--- config.mk ---
export PLATFORM = sky130hd
export DESIGN_NAME = dmem_arbiter
export DESIGN_NICKNAME = d
export VERILOG_FILES = /design/src/rtl/dmem_arbiter.sv
export SDC_FILE = /design/constraint.sdc
export NUM_CORES = 1
export LEC_CHECK = 0
export CAP_MARGIN = 0
export CORE_MARGIN = 5
export CORE_UTILIZATION = 30
export CTS_BUF_LIST = sky130_fd_sc_hd__clkbuf_8 sky130_fd_sc_hd__clkbuf_16
export CTS_CLUSTER_DIAMETER = 120
export DETAILED_ROUTE_END_ITERATION = 6
export HOLD_SLACK_MARGIN = 0.06
export PLACE_DENSITY_LB_ADDON = 0.1
export SETUP_SLACK_MARGIN = 0.02
export SYNTH_ARGS = -nofsm -noshare
export SYNTH_HDL_FRONTEND = slang
export SYNTH_SLANG_ARGS = --single-unit
--- constraint.sdc ---
create_clock -name clk -period 2 [get_ports clk]
set_clock_uncertainty 0.15 [all_clocks]
set_input_delay 0.2 -clock clk [delete_from_list [all_inputs] [get_ports clk]]
set_output_delay 0.2 -clock clk [all_outputs]
set_load 0.01 [all_outputs]
--- src/rtl/dmem_arbiter.sv ---
// Two-port data-memory arbiter: CPU MEM stage (port 0) vs DMA/loader (port 1), with locked port-1 bursts.
// Define DMEM_ARB_RR_EN for round-robin conflict resolution; otherwise port 0 has fixed priority.
module dmem_arbiter #(
    parameter int unsigned DEPTH     = 1024,
    parameter int unsigned MAX_BURST = 8
) (
    input  logic        clk,
    input  logic        rst,
    input  logic        p0_req,
    input  logic        p0_we,
    input  logic [31:0] p0_addr,
    input  logic [31:0] p0_wdata,
    input  logic        p1_req,
    input  logic        p1_we,
    input  logic [31:0] p1_addr,
    input  logic [31:0] p1_wdata,
    input  logic        p1_lock,
    output logic        p0_gnt,
    output logic        p1_gnt,
    output logic        p0_rvalid,
    output logic        p1_rvalid,
    output logic [31:0] p0_rdata,
    output logic [31:0] p1_rdata,
    output logic        p0_err,
    output logic        p1_err,
    output logic        p0_stall,
    output logic [31:0] mem_A,
    output logic [31:0] mem_WD,
    output logic        mem_WE,
    input  logic [31:0] mem_RD
);

    typedef enum logic {ARB, BURST} state_e;

    state_e      state_q, state_d;
    logic        last_gnt_q, last_gnt_d;
    logic [7:0]  burst_cnt_q, burst_cnt_d;
    logic        p0_rvalid_q, p1_rvalid_q;
    logic        p0_err_q, p1_err_q;
    logic [31:0] p0_rdata_q, p1_rdata_q;

    logic        gnt0, gnt1, any_gnt;
    logic        win_we, bad;
    logic [31:0] win_addr, win_wdata;

    // A burst only ever grants port 1, so last_gnt is 1 on every burst exit;
    // that alone gives port 0 the first post-burst conflict in both builds.
    always_comb begin
        state_d     = state_q;
        last_gnt_d  = last_gnt_q;
        burst_cnt_d = burst_cnt_q;
        gnt0        = 1'b0;
        gnt1        = 1'b0;
        if (!rst) begin
            case (state_q)
                ARB: begin
                    if (p0_req && p1_req) begin
`ifdef DMEM_ARB_RR_EN
                        gnt0 = last_gnt_q;
                        gnt1 = ~last_gnt_q;
`else
                        gnt0 = 1'b1;
`endif
                    end else begin
                        gnt0 = p0_req;
                        gnt1 = p1_req;
                    end
                    if (gnt1 && p1_lock && (MAX_BURST > 1)) begin
                        state_d     = BURST;
                        burst_cnt_d = 8'd1;
                    end
                end
                BURST: begin
                    gnt1 = p1_req & p1_lock;
                    if (gnt1 && (({1'b0, burst_cnt_q} + 9'd1) < 9'(MAX_BURST))) begin
                        burst_cnt_d = burst_cnt_q + 8'd1;
                    end else begin
                        state_d     = ARB;
                        burst_cnt_d = '0;
                    end
                end
                default: state_d = ARB;
            endcase
            if (gnt0 || gnt1) last_gnt_d = gnt1;
        end
    end

    always_comb begin
        any_gnt   = gnt0 | gnt1;
        win_we    = gnt1 ? p1_we    : p0_we;
        win_addr  = gnt1 ? p1_addr  : p0_addr;
        win_wdata = gnt1 ? p1_wdata : p0_wdata;
        bad       = (win_addr[1:0] != 2'b00) | ((win_addr >> 2) >= 32'(DEPTH));
        mem_A     = any_gnt ? win_addr  : '0;
        mem_WD    = any_gnt ? win_wdata : '0;
        mem_WE    = any_gnt & win_we & ~bad;
    end

    always_ff @(posedge clk) begin
        if (rst) begin
            state_q     <= ARB;
            last_gnt_q  <= 1'b1;
            burst_cnt_q <= '0;
            p0_rvalid_q <= 1'b0;
            p1_rvalid_q <= 1'b0;
            p0_err_q    <= 1'b0;
            p1_err_q    <= 1'b0;
            p0_rdata_q  <= '0;
            p1_rdata_q  <= '0;
        end else begin
            state_q     <= state_d;
            last_gnt_q  <= last_gnt_d;
            burst_cnt_q <= burst_cnt_d;
            p0_rvalid_q <= gnt0 & ~p0_we & ~bad;
            p1_rvalid_q <= gnt1 & ~p1_we & ~bad;
            p0_err_q    <= gnt0 & bad;
            p1_err_q    <= gnt1 & bad;
            if (gnt0 && !p0_we && !bad) p0_rdata_q <= mem_RD;
            if (gnt1 && !p1_we && !bad) p1_rdata_q <= mem_RD;
        end
    end

    assign p0_gnt    = gnt0;
    assign p1_gnt    = gnt1;
    assign p0_stall  = p0_req & ~gnt0;
    assign p0_rvalid = p0_rvalid_q;
    assign p1_rvalid = p1_rvalid_q;
    assign p0_err    = p0_err_q;
    assign p1_err    = p1_err_q;
    assign p0_rdata  = p0_rdata_q;
    assign p1_rdata  = p1_rdata_q;

endmodule
==> Yosys cells after proc, flatten, opt, wreduce, memory -nomap -nowiden <==
Index checks and enable logic that the tools add are counted.
Widths: inputs -> output; s select.
{ "classes": {"n_reduce_logical": 11, "muxes": 19, "addsub": 2, "shifts": 0, "n_mul": 0, "eq_ne": 1, "div_mod_pow": 0, "bitwise": 17, "order_cmp": 2} }
{ "ops": {"columns": ["op", "n"], "rows": [
  ["$mux 32", 4],
  ["$ge 30x11->1 const B", 1],
  ["$mux 8", 2],
  ["$pmux 8 s2", 1],
  ["$and 1x1->1", 10],
  ["$mux 1", 10],
  ["$add 8x1->9 const B", 1],
  ["$lt 9x4->1 const B", 1],
  ["$add 8x1->8 const B", 1],
  ["$logic_and 1x1->1", 7],
  ["$not 1->1", 5],
  ["$pmux 1 s2", 2],
  ["$logic_not 1->1", 3],
  ["$ne 2x2->1 const B", 1],
  ["$or 1x1->1", 2],
  ["$reduce_bool 2->1", 1]
]} }
{ "word_totals": {"out_inout_bits": 136, "mem_bits_rw": 0, "input_bits": 167, "mem_bits_ro": 0, "memories": 0, "word_cells": 60, "latch_bits": 0, "ff_bits": 77} }

==> Longest topological paths before layout <==
{ "logic_depth": {"word_depth": 11, "depth_mapped": 9, "mapped_depth_nobuf": 6} }

==> Worst setup path before layout <==
No wires, ideal clock.
{ "synth_path": {"path_kind": "flip-flop to output port", "startpoint": "reg state_q", "endpoint": "out mem_WD[10]", "required_time_ps": 1650, "arrival_ps": 1643, "n_path_buf": 3, "path_slack_ps": 7, "stages_incl_launch_ff": 7, "path_cell_list": "dfxtp_1 buf_4 nand2b_2 nor2_1 clkbuf_1 buf_1 a22o_1"} }
{ "synth_between": {"elab_chain_cells": 5} }
{ "synth_lines": {"columns": ["element", "line_no", "source"], "rows": [
  ["from (decl)", "35", "state_e state_q, state_d;"],
  ["from (signal assigned)", "111", "state_q <= state_d;"],
  ["$not 1->1", null, null],
  ["$pmux 1 s2", "55", "case (state_q)"],
  ["$mux 1", "54", "if (!rst) begin"],
  ["$mux 32 or $or 1x1->1 (tied branches)", "92, 89", null],
  ["$mux 32 *", "95", "mem_WD = any_gnt ? win_wdata : '0;"],
  ["to (decl)", "28", "output logic [31:0] mem_WD,"]
]} }
Every way passes the cells marked *; elsewhere a longest branch is shown, timed or not.

==> Final worst setup path <==
{ "layout_path": {"startpoint": "reg state_q", "endpoint": "out mem_WD[15]"} }
The elaborated chain is that of the path after synthesis.

==> results.md <==
- CP Max Fanout: 6
- Initial antenna violation count: 3
- Reg clk slew, reported paths: 60 ps
- Worst Path Required: 1650 ps
- Chip width: 124 um
- Die Y-Extent: 124 um
- Pre-antenna DRT Iters: 4
- # nets final: 915
- Critical-path cell list: buf_6, nand2b_4, nand4b_4, clkinv_4, buf_12, buf_6, buf_12, a22o_1, buf_6
- Via/cell ratio: 4.76
- Area of the core: 12700 sq um
- DIE AREA: 15400 sq um
- Rows: 41
- Hold crit path type: in2reg
- Worst path most repeated cell: buf_6
- Final hold violations: 0
- CTS tree: yes
- CTS Buf Count: 9
- Largest net degree at the start of global routing: 58
- Placed Cells incl. Taps: 877
- Sequential share of the synthesized area: 0.395
- Setup CP Type: reg2out
- Critical-path cell with the highest stage delay: dfxtp_2
- Worst path bufs/invs: 6
- Clock Latency Late Sink: 330 ps
- Share of cells above drive strength 1: 0.238
- Fin crit period: 2120 ps
- Hold_buf cts: 0
- WP data arrival: 1770 ps
- Final worst path period share: 1.06
- Post-Syn Area: 3900 sq um
- Net count after synthesis: 562
- Port bufs: 302
- Post-route ant nets: 0
- DP HPWL: 13.1 mm
- # IOs: 303
- Pleak: 3.27 nW
- CP max stage delay: 350 ps
- PwrDens: 514 nW/um^2
- WL final: 18.3 mm
- Final non-filler cell total: 926
- Slew Limit Headroom: 0.711
- Total grt overflow: 0
- Initial Util: 0.308
- Failing checks: negative setup slack
- Status: finished, violations left
- Worst-case clock buffer depth: 2
- Unrepaired setup endpoints after global routing: true
- H-tree levels: 3
- Slew Viols, Final: 0
- Peak supply drop: 432 uV
- Syn_area_per_cell: 9.90 sq um
- Vias in the first global route: 4583
- Final Total Pwr: 4.17 mW
- GRT Total Usage: 0.221
- Placer Congestion: 0.811
- Max frequency: 472 MHz
- Residual DRC: 0
- Yosys warns: 0
- CP top delay family: buffers and inverters
- Final setup violating endpoints: 90
- CTS root buffer: clkbuf_16
- Max_cap viols: 0
- Synth unique cells: 36
- CP Capture Type: output pin
- First-pass GRT wire length: 25.8 mm
- Iter 0 DRT Violations: 138
- Vias: 4411
- CTS sink count: 77
- WL/cell: 19.8 um
- FF+latch count, synth: 77
- CP Launch Type: flop
- Setup WS post-layout: -119 ps
- Layout area overhead: 108%
- Slew @ Worst Pin: 433 ps
- Synth Instances: 394
cell usage in the layout (no fill, tap or decap), types with 3 or more instances in the layout:
master	count
clkdlybuf4s50_1	217
dfxtp_1	76
nand2b_1	65
a22o_1	63
mux2i_1	60
buf_2	47
nor2_1	43
buf_4	36
buf_6	32
clkbuf_16	12
buf_12	11
dlymetal6s2s_1	10
buf_16	7
dlygate4sd2_1	7
nor4_4	6
and2_1	6
nor4_1	5
mux2i_2	5
buf_8	4
diode_2	3
nand2_1	3
nor3_1	3
logic make-up after synthesis:
family,after synthesis,synth area share
muxes,65,0.167
and+or+nand+nor,145,0.224
adders and majority gates,1,0.00321
buffers and inverters,35,0.0526
DFF,77,0.395
AOI/OAI and AO/OA,71,0.158
sequential cells by signal (all words and copies together), names as in the netlist:
| register | flops |
|---|---|
| p0_rdata | 32 |
| p1_rdata | 32 |
| burst_cnt_q | 8 |
| p0_err | 1 |
| p0_rvalid | 1 |
| p1_err | 1 |
| p1_rvalid | 1 |
| state_q | 1 |
worst min-delay path, cell delays in order:
cell      delay, ps
buf_2           110
nand4b_4        160
buf_6           110
nor2_1           40
layer usage:
metal	vias to the layer above	global-route usage	routed length (um)
li1	2128	-	-
met1	2075	0.249	6970
met2	179	0.389	9370
met3	29	0.0686	1510
met4	0	0.0835	460
met5	-	0	0
cells in the mapped netlist, drive strengths merged:
cell type | number | share of area
o22a | 1 | 0.0022
and2 | 6 | 0.0096
o211a | 1 | 0.0026
buf | 13 | 0.030
nor3 | 5 | 0.0077
o221a | 1 | 0.0029
a21oi | 2 | 0.0026
nand3 | 1 | 0.0013
or3 | 1 | 0.0016
a22o | 64 | 0.14
mux2i | 65 | 0.17
nand2 | 3 | 0.0029
nand4 | 3 | 0.0064
dlygate4sd1 | 1 | 0.0022
and4 | 1 | 0.0022
ha | 1 | 0.0032
dfxtp | 77 | 0.40
a22oi | 2 | 0.0038
nor2 | 44 | 0.042
nor2b | 1 | 0.0016
nand4b | 1 | 0.0061
nor4 | 12 | 0.034
clkbuf | 19 | 0.018
nand2b | 67 | 0.11
inv | 2 | 0.0019
cell type report:
type,count,area (sq um)
Antenna cell,3,7.51
Inverter,2,12.5
Multi-Input combinational cell,282,2250
Clock buffer,10,239
Fill cell,1057,4550
Timing Repair Buffer,375,3780
Sequential cell,77,1540
Clock inverter,5,76.3
Tap cell,172,215
stage by stage:
stage | setup TNS (ps) | setup slack, ps | cell area [sq um] | utilization | hold WS [ps]
2_1_floorplan | 0 | 40.9 | 3900 | - | 197
3_3_place_gp | -57940 | -565 | 7330 | 0.579 | 292
3_5_place_dp | -58210 | -589 | 7330 | 0.579 | 300
4_1_cts | -6200 | -159 | 7930 | 0.626 | 211
5_1_grt | -16130 | -209 | 8120 | 0.641 | 221
6_report | -5530 | -119 | 8120 | 0.641 | 185
path summary, 6_finish.rpt:
check / startpoint / to / slack [ps] / depth (start not counted)
max: state_q / mem_WD[15] / -120 / 9
min: rst / p1_err / 190 / 4
max reg2reg: state_q / p0_rdata[27] / -110 / 12
min reg2reg: burst_cnt_q[4] / burst_cnt_q[4] / 320 / 1
power by group:
group,leakage (nW),total (mW),switching [mW],internal [mW]
registers,0.621,1.54,0.00231,1.54
logic,2.49,0.908,0.335,0.574
clock network,0.156,1.72,0.612,1.11
what timing repair did:
action,4_1_cts,5_1_grt
setup endpoints to repair,132,133
resized for setup,316,50
buffers inserted,16,9
cloned,11,3
pin swaps,15,15
(Power assumes the default switching activity.)
